## src/rtl/commit_dpi_packer_pkg.sv

```systemverilog
// rtl/commit_dpi_packer_pkg.sv - shared types, word counts and header layout for the commit DPI packer
package commit_dpi_packer_pkg;
   localparam int DPI_W  = 32;
   localparam int XREG_W = 64;
   localparam int FREG_W = 64;

   typedef logic [DPI_W-1:0]  dpi_word_t;
   typedef logic [XREG_W-1:0] reg_t;
   typedef logic [FREG_W-1:0] freg_t;

   function automatic int ceil_div(input int a, input int b);
      return (a + b - 1) / b;
   endfunction

   localparam int PC_WORDS   = ceil_div(XREG_W, DPI_W);
   localparam int XD_WORDS   = ceil_div(XREG_W, DPI_W);
   localparam int FD_WORDS   = ceil_div(FREG_W, DPI_W);
   localparam int DATA_WORDS = (XD_WORDS > FD_WORDS) ? XD_WORDS : FD_WORDS;
   localparam int MAX_WORDS  = (PC_WORDS > DATA_WORDS) ? PC_WORDS : DATA_WORDS;
   localparam int CNT_W      = $clog2(MAX_WORDS) + 1;
   localparam int PC_VEC_W   = PC_WORDS * DPI_W;
   localparam int DATA_VEC_W = DATA_WORDS * DPI_W;

   localparam int HDR_RD_LSB  = 0;
   localparam int HDR_RD_W    = 5;
   localparam int HDR_WE_BIT  = 5;
   localparam int HDR_FP_BIT  = 6;
   localparam int HDR_SEQ_LSB = 8;

   typedef struct packed {
      reg_t        pc;
      logic [4:0]  rd;
      logic        we;
      logic        fp;
      reg_t        xdata;
      freg_t       fdata;
   } commit_rec_t;
endpackage

```

## src/rtl/commit_rec_fifo.sv

```systemverilog
// rtl/commit_rec_fifo.sv - synchronous FIFO of commit records, head visible combinationally
module commit_rec_fifo
   import commit_dpi_packer_pkg::*;
#(
   parameter int DEPTH = 4
) (
   input  logic        clk,
   input  logic        rst,
   input  logic        push,
   input  logic        pop,
   input  commit_rec_t wdata,
   output commit_rec_t rdata,
   output logic        full,
   output logic        empty
);
   localparam int AW = $clog2(DEPTH);

   commit_rec_t      mem [DEPTH];
   logic [AW-1:0]    wptr;
   logic [AW-1:0]    rptr;
   logic [AW:0]      count;

   assign rdata = mem[rptr];
   assign full  = (count == (AW+1)'(DEPTH));
   assign empty = (count == '0);

   always_ff @(posedge clk) begin
      if (push) mem[wptr] <= wdata;
   end

   always_ff @(posedge clk) begin
      if (rst) begin
         wptr  <= '0;
         rptr  <= '0;
         count <= '0;
      end else begin
         if (push) wptr <= wptr + 1'b1;
         if (pop)  rptr <= rptr + 1'b1;
         count <= count + (AW+1)'(push) - (AW+1)'(pop);
      end
   end
endmodule

```

## src/rtl/commit_dpi_packer.sv

```systemverilog
// rtl/commit_dpi_packer.sv - buffers commit records and serializes each into header, PC and data words
module commit_dpi_packer
   import commit_dpi_packer_pkg::*;
#(
   parameter int FIFO_DEPTH = 4,
   parameter int SEQ_W      = 8
) (
   input  logic              clk_i,
   input  logic              rst_i,
   input  logic              rec_valid_i,
   output logic              rec_ready_o,
   input  logic [XREG_W-1:0] rec_pc_i,
   input  logic [4:0]        rec_rd_i,
   input  logic              rec_we_i,
   input  logic              rec_fp_i,
   input  logic [XREG_W-1:0] rec_xdata_i,
   input  logic [FREG_W-1:0] rec_fdata_i,
   output logic              out_valid_o,
   input  logic              out_ready_i,
   output logic [DPI_W-1:0]  out_word_o,
   output logic              out_last_o
);
   if (DPI_W < HDR_SEQ_LSB + SEQ_W) begin : g_hdr_too_narrow
      $error("DPI_W too narrow for header with SEQ_W sequence bits");
   end

   localparam logic [1:0] ST_IDLE = 2'd0;
   localparam logic [1:0] ST_HDR  = 2'd1;
   localparam logic [1:0] ST_PC   = 2'd2;
   localparam logic [1:0] ST_DATA = 2'd3;

   logic [1:0]            state;
   logic [CNT_W-1:0]      cnt;
   logic [CNT_W-1:0]      n_data;
   logic [PC_VEC_W-1:0]   pc_vec;
   logic [DATA_VEC_W-1:0] data_vec;
   dpi_word_t             hdr;
   dpi_word_t             hdr_next;
   logic                  we_q;
   logic [SEQ_W-1:0]      seq;

   commit_rec_t in_rec;
   commit_rec_t head;
   logic        push, pop, full, empty;
   logic        fire, last_pc, last_data, done;

   assign in_rec = '{pc: rec_pc_i, rd: rec_rd_i, we: rec_we_i, fp: rec_fp_i,
                     xdata: rec_xdata_i, fdata: rec_fdata_i};

   // No bypass when full: acceptance depends only on registered occupancy.
   assign rec_ready_o = !full;
   assign push        = rec_valid_i && !full;

   commit_rec_fifo #(.DEPTH(FIFO_DEPTH)) u_fifo (
      .clk   (clk_i),
      .rst   (rst_i),
      .push  (push),
      .pop   (pop),
      .wdata (in_rec),
      .rdata (head),
      .full  (full),
      .empty (empty)
   );

   assign out_valid_o = (state != ST_IDLE);
   assign fire        = out_valid_o && out_ready_i;
   assign last_pc     = (cnt == CNT_W'(PC_WORDS - 1));
   assign last_data   = (cnt == n_data - 1'b1);
   assign done        = fire && ((state == ST_PC && last_pc && !we_q) ||
                                 (state == ST_DATA && last_data));
   // Popping on the final handshake lets the next header follow without a bubble.
   assign pop         = !empty && (state == ST_IDLE || done);

   always_comb begin
      hdr_next = '0;
      hdr_next[HDR_RD_LSB +: HDR_RD_W] = head.rd;
      hdr_next[HDR_WE_BIT]             = head.we;
      hdr_next[HDR_FP_BIT]             = head.fp;
      hdr_next[HDR_SEQ_LSB +: SEQ_W]   = seq;
   end

   always_ff @(posedge clk_i) begin
      if (rst_i) begin
         state    <= ST_IDLE;
         cnt      <= '0;
         n_data   <= '0;
         pc_vec   <= '0;
         data_vec <= '0;
         hdr      <= '0;
         we_q     <= 1'b0;
         seq      <= '0;
      end else if (pop) begin
         hdr      <= hdr_next;
         pc_vec   <= PC_VEC_W'(head.pc);
         data_vec <= head.fp ? DATA_VEC_W'(head.fdata) : DATA_VEC_W'(head.xdata);
         n_data   <= head.fp ? CNT_W'(FD_WORDS) : CNT_W'(XD_WORDS);
         we_q     <= head.we;
         seq      <= seq + 1'b1;
         cnt      <= '0;
         state    <= ST_HDR;
      end else if (done) begin
         state <= ST_IDLE;
      end else if (fire) begin
         case (state)
            ST_HDR: begin
               state <= ST_PC;
               cnt   <= '0;
            end
            ST_PC: begin
               if (last_pc) begin
                  state <= ST_DATA;
                  cnt   <= '0;
               end else begin
                  cnt <= cnt + 1'b1;
               end
            end
            ST_DATA: cnt <= cnt + 1'b1;
            default: state <= ST_IDLE;
         endcase
      end
   end

   always_comb begin
      out_word_o = '0;
      out_last_o = 1'b0;
      case (state)
         ST_HDR:  out_word_o = hdr;
         ST_PC: begin
            out_word_o = pc_vec[int'(cnt) * DPI_W +: DPI_W];
            out_last_o = last_pc && !we_q;
         end
         ST_DATA: begin
            out_word_o = data_vec[int'(cnt) * DPI_W +: DPI_W];
            out_last_o = last_data;
         end
         default: ;
      endcase
   end
endmodule

```

## config.mk

```make
export PLATFORM = sky130hd
export DESIGN_NAME = commit_dpi_packer
export DESIGN_NICKNAME = d
export VERILOG_FILES = /design/src/rtl/commit_dpi_packer_pkg.sv /design/src/rtl/commit_rec_fifo.sv /design/src/rtl/commit_dpi_packer.sv
export SDC_FILE = /design/constraint.sdc
export NUM_CORES = 1
export LEC_CHECK = 0
export CORE_MARGIN = 4
export CORE_UTILIZATION = 53
export CTS_CLUSTER_SIZE = 28
export DETAILED_ROUTE_END_ITERATION = 8
export MAX_ROUTING_LAYER = met4
export PLACE_DENSITY = 0.75
export SLEW_MARGIN = 20
export SYNTH_ARGS = -nofsm -noshare
export SYNTH_HDL_FRONTEND = slang
export SYNTH_SLANG_ARGS = --single-unit
export TNS_END_PERCENT = 20
```

## constraint.sdc

```tcl
create_clock -name clk_i -period 5.59 [get_ports clk_i]
set_input_delay 0.559 -clock clk_i [delete_from_list [all_inputs] [get_ports clk_i]]
set_output_delay 0.559 -clock clk_i [all_outputs]
set_load 0.1 [all_outputs]
```

==> results.sh <==
export IMPL_multi_input_area_sq_um=8900
export IMPL_drt_initial_drc_count=2126
export IMPL_vias=19735
export IMPL_dpl_cell_area_sq_um=40100
export IMPL_ys_ff_latch=961
export IMPL_synth_most_common_cell="edfxtp_1"
export IMPL_hold_buffers=0
export IMPL_drc=0
export IMPL_cts_buffers=95
export IMPL_synth_seq_area_share=0.740
export IMPL_pwr_share_seq=0.443
export IMPL_cap_violations=0
export IMPL_routabilityCongestion=0.873
export IMPL_drive_gt1_frac=0.198
export IMPL_switchingPower_uw=6540
export IMPL_layout_nets=2429
export IMPL_seqCellArea_sq_um=27200
export IMPL_via_per_inst=6.09
export IMPL_cts_resized=0
export IMPL_post_cts_setup_buffers=0
export IMPL_finalSetupViolations=0
export IMPL_final_area_sq_um=43400
export IMPL_slew_violations=0
export IMPL_path_buf_inv=3
export IMPL_power_uw=21600
export IMPL_totalWireLength_mm=88.9
export IMPL_hpwl_mm=55.6
export IMPL_clk_pin_slew_ns=0.06
export IMPL_cts_tree="done"
export IMPL_io_pins=238
export IMPL_layout_cells_non_filler=3241
export IMPL_cp_required_ns=5.03
export IMPL_initial_core_util=0.535
export IMPL_comb_power_share=0.257
export IMPL_drt_pass1_iter_count=6
export IMPL_yosysTopAreaCell="edfxtp_1"
export IMPL_die_w_um=271
export IMPL_grt_max_degree=103
export IMPL_crit_chain="inv_1 -> ha_1 -> nor3_2 -> buf_4 -> a22o_1 -> clkdlybuf4s50_1"
export IMPL_drtAntennaViolNets=0
export IMPL_arrival_ns=4.16
export IMPL_cts_sinks=961
export IMPL_finish_utilization=0.631
export IMPL_rsz0062_at_grt="false"
export IMPL_slowest_delay_ns=1.17
export IMPL_clock_latency_ns=0.66
export IMPL_tightest_slew_ns=1.06
export IMPL_status="finished clean"
export IMPL_yosysUniqueCellTypes=46
export IMPL_core_sq_um=68700
export IMPL_antenna_found_initial=16
export IMPL_relSlewSlack=0.294
export IMPL_crit_type="reg2out"
export IMPL_cts_root_buf="clkbuf_16"
export IMPL_synth_async_reset_ratio=0
export IMPL_yosys_warnings=0
export IMPL_max_clock_freq_mhz=212
export IMPL_cp_end_kind="primary output"
export IMPL_vdd_drop_max_v=0.000369
export IMPL_fp_row_count=96
export IMPL_syn_to_final_growth_pct=17.9
export IMPL_hold_path_class="in2reg"
export IMPL_wl_per_cell_um=27.4
export IMPL_yosysTopAreaCellShare=0.650
export IMPL_hold_viol=0
export IMPL_p_leak_uw=0.0138
export IMPL_syn_area_sq_um=36800
export IMPL_dieArea_sq_um=73700
export IMPL_fin_crit_ns=4.72
export IMPL_netSwitchingFraction=0.303
export IMPL_synth_edf_count=796
export IMPL_synth_fp_nets=2205
export IMPL_io_buffers=237
export IMPL_pwr_share_clk=0.299
export IMPL_dp_cells=3044
export IMPL_yosys_most_used_dff="edfxtp_1"
export IMPL_finClkSkew_ns=0.0338
export IMPL_powerDensity_nw_per_um2=498
export IMPL_clock_path_buffers=3
export IMPL_p_int_uw=15100
export IMPL_overflow=0
export IMPL_crit_fanout=18
export IMPL_grt_pass1_wl_mm=132
export IMPL_period_share=0.844
export IMPL_die_y_um=271
export IMPL_grt_pass1_vias=20094
export IMPL_syn_area_per_cell_sq_um=18.5
export IMPL_ys_top_cells_by_area="edfxtp_1, mux4_2, dfxtp_1"
export IMPL_setup_tns_ns=0
export IMPL_cpLargestDelayFamily="buffers and inverters"
export IMPL_track_usage=0.247
export IMPL_start_kind="flop"
export IMPL_fill_cells=4776
export IMPL_slowest_stage="clkdlybuf4s50_1"
export IMPL_synthCells=1988
export IMPL_ctsHtreeMaxLevel=3
export IMPL_post_synth_most_frequent_cells="edfxtp_1, mux4_2, dfxtp_1"
## state kept, by name (all words and copies together), names as in the netlist, named ones only
signal and flops:
u_fifo.count 3, u_fifo.wptr 2, hdr 15, seq 8, state 2, pc_vec 64, data_vec 64, n_data 1
cnt 2, u_fifo.rptr 2, u_fifo.mem 796
## power groups by stage
stage	sequential [uW]	combinational, uW	clock [uW]
after floorplan	9360	4160	0
after global placement	9730	5430	0
after detailed placement	9780	5510	0
after CTS	9640	5550	6560
after global routing	9650	6000	6890
final	9580	5560	6470
## layout make-up
type	count	share of cell area
clock inverters	54	0.0143
diodes	15	0.000865
repair buffers	277	0.0643
multi-input cells	861	0.205
flip-flops and latches	961	0.627
inverters	16	0.00138
well taps	931	0.0269
clock buffers	126	0.0596
## logic make-up (layout without fill, tap and decap cells)
group	Yosys count	in the layout	synth area share
buffers and inverters	166	473	0.0203
flip-flops	961	961	0.740
AND/OR/NAND/NOR	270	270	0.0333
XOR/XNOR	4	4	0.00116
adder cells (fa/ha/maj)	14	14	0.00497
AO/OA/AOI/OAI	335	335	0.0577
other	0	15	0
multiplexers	238	238	0.143
## final timing paths
kind	start	to	slack [ns]	cells after the start
hold reg to reg	pc_vec[18]$_SDFFE_PP0P_	pc_vec[18]$_SDFFE_PP0P_	0.49	2
hold / removal	rst_i	u_fifo.wptr[0]$_SDFFE_PP0P_	0.44	2
setup / recovery	state[0]$_SDFFE_PP0P_	out_word_o[8]	0.87	6
setup reg to reg	cnt[0]$_SDFFE_PP0P_	data_vec[16]$_SDFFE_PP0P_	2.08	7
## placed cells by master, fill, tap and decap left out, drive strengths merged, types with 5 or more instances in the layout
| master | netlist | routed |
|---|---|---|
| a22o | 15 | 15 |
| nand2 | 131 | 131 |
| nor2b | 6 | 6 |
| dfxtp | 165 | 165 |
| nor2 | 14 | 14 |
| clkbuf | 67 | 126 |
| nand3 | 85 | 85 |
| o21ai | 83 | 83 |
| a21oi | 151 | 151 |
| buf | 83 | 41 |
| ha | 13 | 13 |
| diode | 0 | 15 |
| clkdlybuf4s50 | 0 | 236 |
| mux4 | 230 | 230 |
| clkinv | 0 | 36 |
| and2 | 20 | 20 |
| inv | 16 | 21 |
| edfxtp | 796 | 796 |
| a311oi | 68 | 68 |
| bufinv | 0 | 12 |
| mux2i | 5 | 5 |
## worst register-to-register path: cells and delay by family (launching register included)
| family | cells | cell delay (ns) |
|---|---|---|
| flops | 1 | 0.77 |
| simple gates | 2 | 0.47 |
| buf+inv | 2 | 0.84 |
| compound gates | 2 | 0.97 |
| fa+ha+maj | 1 | 0.28 |
## per-stage QoR
stage | hold WS (ns) | setup slack (ns)
after floorplan | 0.451 | -0.522
after global placement | 0.461 | 1.68
after detailed placement | 0.473 | 1.59
after CTS | 0.430 | 0.874
after global routing | 0.475 | 0.741
final | 0.445 | 0.873
## layer usage
metal | track usage | vias up | wire length, um
met3 | 0.0518 | 114 | 7900
met2 | 0.383 | 849 | 43400
li1 | - | 8547 | -
met4 | 0.0758 | 0 | 2500
met5 | - | - | 0
met1 | 0.336 | 10225 | 35100
Power figures use the tool's default switching activity.
